<file path="config.mk">
export PLATFORM = sky130hd
export DESIGN_NAME = branch_predict_ctrl
export DESIGN_NICKNAME = d
export VERILOG_FILES = /design/src/rtl/branch_predict_ctrl_pkg.sv /design/src/rtl/branch_predict_ctrl_sat_counter2.sv /design/src/rtl/branch_predict_ctrl.sv
export SDC_FILE = /design/constraint.sdc
export NUM_CORES = 1
export LEC_CHECK = 0
export BUFFER_PORTS_ARGS = -buffer_cell sky130_fd_sc_hd__clkbuf_2
export CORE_MARGIN = 8
export CORE_UTILIZATION = 50
export DETAILED_ROUTE_END_ITERATION = 12
export GPL_TIMING_DRIVEN = 0
export PLACE_DENSITY = 0.81
export REMOVE_ABC_BUFFERS = 1
export SYNTH_ARGS = -nofsm -noshare
export SYNTH_HDL_FRONTEND = slang
export SYNTH_SLANG_ARGS = --single-unit
export TNS_END_PERCENT = 30
</file>
<file path="constraint.sdc">
create_clock -name clock -period 2.3 [get_ports clock]
set_input_delay 0.23 -clock clock [delete_from_list [all_inputs] [get_ports clock]]
set_output_delay 0.23 -clock clock [all_outputs]
set_load 0.005 [all_outputs]
</file>
<file path="src/rtl/branch_predict_ctrl_pkg.sv">
// Shared encodings for the branch predictor / next-PC controller.
package branch_predict_ctrl_pkg;

   // Next-PC mux select encodings
   localparam logic [1:0] SEL_SEQ     = 2'd0;  // pc + 1
   localparam logic [1:0] SEL_TGT     = 2'd1;  // jump / predicted branch target
   localparam logic [1:0] SEL_JR      = 2'd2;  // register-file jump address
   localparam logic [1:0] SEL_RECOVER = 2'd3;  // mispredict recovery address

   // Weakly not-taken is the power-up state of every table entry
   localparam logic [1:0] CNT_RESET = 2'b01;

   // Controller state: RECOVER covers the one wrong-path fetch after a redirect
   typedef enum logic [0:0] {
      ST_NORMAL  = 1'b0,
      ST_RECOVER = 1'b1
   } state_t;

endpackage

</file>
<file path="src/rtl/branch_predict_ctrl_sat_counter2.sv">
// 2-bit saturating up/down counter next-value logic (one per table entry).
module sat_counter2 (
   input  logic [1:0] cnt_i,
   input  logic       en_i,
   input  logic       up_i,
   output logic [1:0] cnt_o
);

   // Step toward 11 on taken, toward 00 on not-taken, holding at the rails
   always_comb begin
      cnt_o = cnt_i;
      if (en_i) begin
         if (up_i) begin
            if (cnt_i != 2'b11) begin
               cnt_o = cnt_i + 2'b01;
            end else begin
               cnt_o = cnt_i;
            end
         end else begin
            if (cnt_i != 2'b00) begin
               cnt_o = cnt_i - 2'b01;
            end else begin
               cnt_o = cnt_i;
            end
         end
      end else begin
         cnt_o = cnt_i;
      end
   end

endmodule

</file>
<file path="src/rtl/branch_predict_ctrl.sv">
// Branch prediction table, next-PC source arbitration and evaluation counters.
module branch_predict_ctrl
   import branch_predict_ctrl_pkg::*;
#(
   parameter int IDX_W = 4,
   parameter int CNT_W = 8
) (
   input  logic             clock,
   input  logic             reset,
   input  logic [31:0]      if_pc,
   input  logic             if_is_branch,
   input  logic             if_is_jump,
   input  logic             ex_valid,
   input  logic             ex_is_branch,
   input  logic [31:0]      ex_pc,
   input  logic             ex_taken,
   input  logic             ex_predicted,
   input  logic             ex_jr,
   input  logic             stall,
   output logic             predict_taken,
   output logic [1:0]       pc_sel,
   output logic [31:0]      recover_pc,
   output logic             pc_write,
   output logic             if_flush,
   output logic             id_flush,
   output logic [CNT_W-1:0] branch_count,
   output logic [CNT_W-1:0] mispredict_count
);

   localparam int ENTRIES = 1 << IDX_W;

   state_t           state_q, state_d;
   logic [1:0]       table_q [ENTRIES];
   logic [1:0]       table_d [ENTRIES];
   logic [CNT_W-1:0] branch_cnt_q, branch_cnt_d;
   logic [CNT_W-1:0] mispred_cnt_q, mispred_cnt_d;

   logic [IDX_W-1:0] if_idx_s;
   logic [IDX_W-1:0] ex_idx_s;
   logic             resolve_s;
   logic             mispredict_s;
   logic             jr_s;
   logic             predict_s;
   logic             unused_pc_bits_s;

   assign if_idx_s     = if_pc[IDX_W-1:0];
   assign ex_idx_s     = ex_pc[IDX_W-1:0];
   assign resolve_s    = ex_valid & ex_is_branch;
   assign mispredict_s = resolve_s & (ex_taken != ex_predicted);
   assign jr_s         = ex_valid & ex_jr;

   // Only the low PC bits index the table
   assign unused_pc_bits_s = ^if_pc[31:IDX_W];

   // Table read happens on the registered value, so a same-index update
   // in this cycle is only visible to the next prediction
   assign predict_s     = if_is_branch & table_q[if_idx_s][1] & (state_q == ST_NORMAL);
   assign predict_taken = predict_s;

   // Per-entry saturating counter next values
   for (genvar g = 0; g < ENTRIES; g++) begin : g_entry
      sat_counter2 u_cnt (
         .cnt_i (table_q[g]),
         .en_i  (resolve_s && (ex_idx_s == IDX_W'(g))),
         .up_i  (ex_taken),
         .cnt_o (table_d[g])
      );
   end

   // Next-PC arbitration, flush generation and FSM next state
   always_comb begin
      pc_sel     = SEL_SEQ;
      pc_write   = 1'b1;
      if_flush   = (state_q == ST_RECOVER);
      id_flush   = 1'b0;
      recover_pc = 32'h0000_0000;
      state_d    = ST_NORMAL;
      if (mispredict_s) begin
         pc_sel   = SEL_RECOVER;
         if_flush = 1'b1;
         id_flush = 1'b1;
         state_d  = ST_RECOVER;
         // Taken target arrives on the mux from the EX path, not from here
         if (!ex_taken) begin
            recover_pc = ex_pc + 32'd1;
         end else begin
            recover_pc = 32'h0000_0000;
         end
      end else if (jr_s) begin
         pc_sel   = SEL_JR;
         if_flush = 1'b1;
         id_flush = 1'b1;
         state_d  = ST_RECOVER;
      end else if (stall) begin
         pc_write = 1'b0;
         pc_sel   = SEL_SEQ;
      end else if ((state_q == ST_NORMAL) && (if_is_jump || predict_s)) begin
         // A jump seen in RECOVER is on the wrong path and is ignored
         pc_sel   = SEL_TGT;
         if_flush = 1'b1;
      end else begin
         pc_sel = SEL_SEQ;
      end
   end

   // Saturating evaluation counter next values
   always_comb begin
      branch_cnt_d  = branch_cnt_q;
      mispred_cnt_d = mispred_cnt_q;
      if (resolve_s && (branch_cnt_q != {CNT_W{1'b1}})) begin
         branch_cnt_d = branch_cnt_q + {{(CNT_W-1){1'b0}}, 1'b1};
      end else begin
         branch_cnt_d = branch_cnt_q;
      end
      if (mispredict_s && (mispred_cnt_q != {CNT_W{1'b1}})) begin
         mispred_cnt_d = mispred_cnt_q + {{(CNT_W-1){1'b0}}, 1'b1};
      end else begin
         mispred_cnt_d = mispred_cnt_q;
      end
   end

   // State, table and counter registers with synchronous active-low reset
   always_ff @(posedge clock) begin
      if (!reset) begin
         state_q       <= ST_NORMAL;
         branch_cnt_q  <= {CNT_W{1'b0}};
         mispred_cnt_q <= {CNT_W{1'b0}};
         for (int i = 0; i < ENTRIES; i++) begin
            table_q[i] <= CNT_RESET;
         end
      end else begin
         state_q       <= state_d;
         branch_cnt_q  <= branch_cnt_d;
         mispred_cnt_q <= mispred_cnt_d;
         for (int i = 0; i < ENTRIES; i++) begin
            table_q[i] <= table_d[i];
         end
      end
   end

   assign branch_count     = branch_cnt_q;
   assign mispredict_count = mispred_cnt_q;

endmodule
</file>
Yosys cells after proc, flatten, opt, wreduce, memory -nomap -nowiden. Memory sizes are Yosys's and may differ from the RTL's. Cells that the tools add are included.

Flip-flop bits (word level): 17. Memories kept: 1. Bits of input ports: 74. Bits in writable memories: 32. Output and inout port bits: 54.

Memories: table_q (depth 16, bits a word 2, rd ports 17, clocked after memory_dff 0, wr ports 16, line branch_predict_ctrl.sv:33) `logic [1:0] table_q [ENTRIES];`.

Muxes and demuxes: 97. $add $sub $neg: 35. Equality and inequality tests: 34. Bitwise gates (word level): 22. Reductions and logical operators: 37.

Operators with widths (count): 2-bit two-way mux (82); 32-bit two-way mux (2); 2-bit by 1-bit adder with 2-bit output, second input constant (16); 32-bit by 1-bit adder with 32-bit output, second input constant (1); 4-bit equality test, second input constant (8); 2-bit != test, second input constant (16); 2-bit nonzero test (16); 2-bit by 1-bit subtractor with 2-bit output, second input constant (16); 1-bit logical AND (19); 8-bit by 1-bit adder with 8-bit output, second input constant (2); 4-bit by 3-bit equality test with 1-bit output, second input constant (4); 8-bit != test, second input constant (2); 1-bit OR (16); 1-bit two-way mux (13); 4-bit by 2-bit equality test with 1-bit output, second input constant (2); 1-bit AND (5); 4-bit by 1-bit equality test with 1-bit output, second input constant (1); 4-bit zero test (1); 1-bit logical OR (1); 1-bit != test (1); 1-bit NOT (1).

Logic depth before layout (Yosys ltp). An unclocked memory read counts as a cell.

Depth in word-level cells: 9. Mapped depth: 7. Mapped depth without buffers: 6.

Modules after synthesis. Synthesis repeated with hierarchy kept, for this count alone.

Cells, all modules: 502. Area, all modules: 3907.5 um^2.

By module, submodules not included: branch_predict_ctrl (times used 1, cells an instance 358, area each 2906.5 um^2); sat_counter2 (times used 16, cells an instance 9, area each 62.6 um^2).

Worst setup path before layout. OpenSTA, ideal clock, no wires.

Path type: input port to output port. Start: input ex_pc[7]. End: output recover_pc[28]. Path slack: 466 ps. Stages: 7. Required time: 2070 ps. Path buffers: 2. Data arrival time: 1604 ps. Cell sequence: and4_1 -> buf_4 -> nand3_4 -> or2_1 -> clkbuf_2 -> or4_1 -> a21oi_1.

Word-level cells in the longest chain between the ends: 3.

RTL lines: start: declaration (line branch_predict_ctrl.sv:15) `input logic [31:0] ex_pc,`; 32-bit by 1-bit adder with 32-bit output (line branch_predict_ctrl.sv:85) `recover_pc = ex_pc + 32'd1;`; 32-bit two-way mux (line branch_predict_ctrl.sv:84) `if (!ex_taken) begin`; 32-bit two-way mux (line branch_predict_ctrl.sv:78) `if (mispredict_s) begin`; end: declaration (line branch_predict_ctrl.sv:22) `output logic [31:0] recover_pc,`.

No other way between the ends.

Final worst setup path.
Start: input ex_pc[0]. End: output recover_pc[29].

The elaborated chain is that of the path after synthesis.

==> flow_summary.json <==
{
  "cellPowerDensity_mw_per_mm2": 473,
  "slowest_stage": "or3b_2",
  "routabilityCongestion": 0.890,
  "ys_seq_elements": 49,
  "place_inst": 616,
  "synth-main-ff-cell": "dfxtp_1",
  "worst_pin_slew_ns": 0.815,
  "cts_tree": "built",
  "grt_pass1_wl_mm": 15.8,
  "yosysWarningCount": 0,
  "hold_path.class": "input port to flip-flop",
  "min_period_over_period": 0.959,
  "slowest_delay_ns": 0.47,
  "irDropWorstVdd_uv": 374,
  "grt_pass1_vias": 3445,
  "syn_area_per_cell_um2": 7.52,
  "yosys.area.top_type": "dfxtp_1",
  "ys_top_cells_by_count": "nor2_1 (70), dfxtp_1 (49), o21ai_0 (35), nand2_1 (32), and2_1 (28)",
  "cts_buffer_depth": 2,
  "endpoint_kind": "output pin",
  "route.met3.wl_um": 695,
  "synth-seq-area-share": 0.282,
  "relSlewSlack": 0.453,
  "routed_wl_mm": 9.67,
  "regArea_um2": 981,
  "status": "completed",
  "root_buffer": "clkbuf_8",
  "cp.required_ns": 2.07,
  "htreeDepth": 2,
  "diodes": 0,
  "synth.area.top_cells": "dfxtp_1 (28%), nor2_1 (7.6%), xnor2_1 (6.5%)",
  "fin_util": 0.611,
  "drv_slew": 0,
  "grt.overflow.total": 0,
  "cp_cell_sequence": "clkbuf_2, and2_2, nand4_4, nor4_4, or3b_2, a21oi_1, clkbuf_2",
  "worst_setup_path_start_kind": "input port",
  "clk_latency_ns": 0.31,
  "antenna_left": 0,
  "hold_buffers": 0,
  "worst-path-max-fanout": 7,
  "async_reset_ff_frac": 0,
  "design.portCount": 128,
  "p_leak_nw": 1.68,
  "firstDrtPassIters": 5,
  "fin_crit_ns": 2.21,
  "nets": 624,
  "area.growth.synth_to_final_pct": 18.6,
  "fillers": 609,
  "crit_type": "input port to output pin",
  "final_hold_viol_count": 0,
  "core_area_mm2": 0.00676,
  "multi_input_comb_area_mm2": 0.00239,
  "final-instance-count-excl-fill": 625,
  "cp_data_arrival_time_ns": 1.98,
  "rsz0062_at_grt": "false",
  "wl_met2_mm": 4.57,
  "antenna_found_initial": 0,
  "grt_usage": 0.188,
  "start_util": 0.515,
  "die_w_um": 99.4,
  "viasPerCell": 5.90,
  "drc": 0,
  "hpwl_mm": 7.22,
  "numClockSinks": 49,
  "drt-met1-wl_mm": 4.18,
  "first_iter_violations": 166,
  "drive_gt1_frac": 0.222,
  "setup_viol": 0,
  "die-area_mm2": 0.00988,
  "die_height_um": 99.4,
  "grt_max_degree": 52,
  "synth_edf_count": 0,
  "cp_top_family": "simple AND/OR/NAND/NOR gates",
  "synth_top_area_frac": 0.282,
  "synth.distinct_cells": 51,
  "routedWlPerCell_um": 15.5,
  "io_buffers": 99,
  "tns_ns": 0,
  "vias": 3690,
  "syn_area_mm2": 0.00348,
  "clk_pin_slew_ns": 0.08,
  "path_buf_inv": 2,
  "maxCapViolCount": 0,
  "max_freq_mhz": 453,
  "power_mw": 1.95,
  "rows": 30,
  "top_layer_used": "met4",
  "synth_cells": 463,
  "crit_top_cell": "clkbuf_2",
  "yosysMostFrequentCell": "nor2_1",
  "finClkSkew_ns": 0.0121,
  "cts_buffers": 5
}
## layout make-up
class / count / share of cell area
multi-input cells: 379 / 0.579
flip-flops and latches: 49 / 0.238
repair buffers: 100 / 0.122
well taps: 80 / 0.0243
clock buffers: 7 / 0.0209
inverters: 9 / 0.00819
clock inverters: 1 / 0.00728
## metal layers
metal / vias to the layer above / track usage
li1: 1818 / -
met4: 0 / 0.0640
met3: 17 / 0.0447
met1: 1727 / 0.219
met2: 128 / 0.328
met5: - / 0
## worst reg2reg max path: cells and delay by family, from the launching register on
| kind | cells | cell delay [ns] |
|---|---|---|
| AOI/OAI and AO/OA | 1 | 0.73 |
| DFF | 1 | 0.37 |
| xor gates and xnor gates | 1 | 0.17 |
| and+or+nand+nor | 3 | 0.59 |
## state kept, by name, summed over array words and instances, names as in the netlist
| signal | count |
|---|---|
| branch_count | 8 |
| mispredict_count | 8 |
| state_q | 1 |
| table_q | 32 |
## kinds of logic (layout without fill, tap and decap cells)
logic type,after synthesis,count (layout),synth area share
buffers and inverters,35,117,0.0406
XOR/XNOR,38,38,0.0956
AND/OR/NAND/NOR,217,217,0.332
multiplexers,10,10,0.0288
AO/OA/AOI/OAI,108,108,0.200
adder cells (fa/ha/maj),6,6,0.0216
flip-flops,49,49,0.282
## through the flow
step / setup slack [ns] / hold slack, ns / area, um2
after global placement: -0.438 / 0.465 / 3970
final: 0.0944 / 0.414 / 4130
after detailed placement: -0.474 / 0.482 / 3970
after CTS: 0.00498 / 0.410 / 4100
after floorplan: 0.388 / 0.306 / 3370
after global routing: 0.0129 / 0.442 / 4130
## path summary, 6_finish.rpt
| check | startpoint | to | slack [ns] | cells past startpoint |
|---|---|---|---|---|
| max | ex_pc[0] | recover_pc[29] | 0.09 | 7 |
| min | ex_jr | state_q$_SDFF_PN0_ | 0.41 | 4 |
| max reg2reg | mispredict_count[3]$_SDFFE_PN0P_ | mispredict_count[7]$_SDFFE_PN0P_ | 0.34 | 5 |
| min reg2reg | table_q[2][0]$_SDFFE_PN1P_ | table_q[2][1]$_SDFFE_PN0P_ | 0.49 | 2 |
## cell usage in the layout (no fill, tap or decap), types with 8 or more instances in the layout
cell type / netlist / layout
clkbuf_2: 1 / 98
nor2_1: 70 / 70
dfxtp_1: 49 / 49
o21ai_0: 35 / 35
nand2_1: 32 / 31
and2_1: 28 / 27
xnor2_1: 26 / 26
nand3_1: 21 / 21
a21oi_1: 17 / 17
nand4_1: 14 / 14
xor2_1: 12 / 12
nor2b_1: 11 / 11
mux2i_1: 10 / 10
a31oi_1: 9 / 9
a21boi_0: 9 / 9
o21bai_1: 9 / 9
o311ai_0: 9 / 9
inv_1: 8 / 8
## where the power goes
part | total [mW] | switching [mW] | internal, mW
Clock | 0.648 | 0.293 | 0.355
Combinational | 0.365 | 0.205 | 0.159
Sequential | 0.939 | 0.0469 | 0.892
Total | 1.95 | 0.546 | 1.41
## timing repair
item,CTS,global route
resized for setup,5,4
cloned,0,0
pin swaps,0,1
setup endpoints to repair,31,12
setup buffers,0,1
No activity file was read; power rests on OpenSTA's default activity.
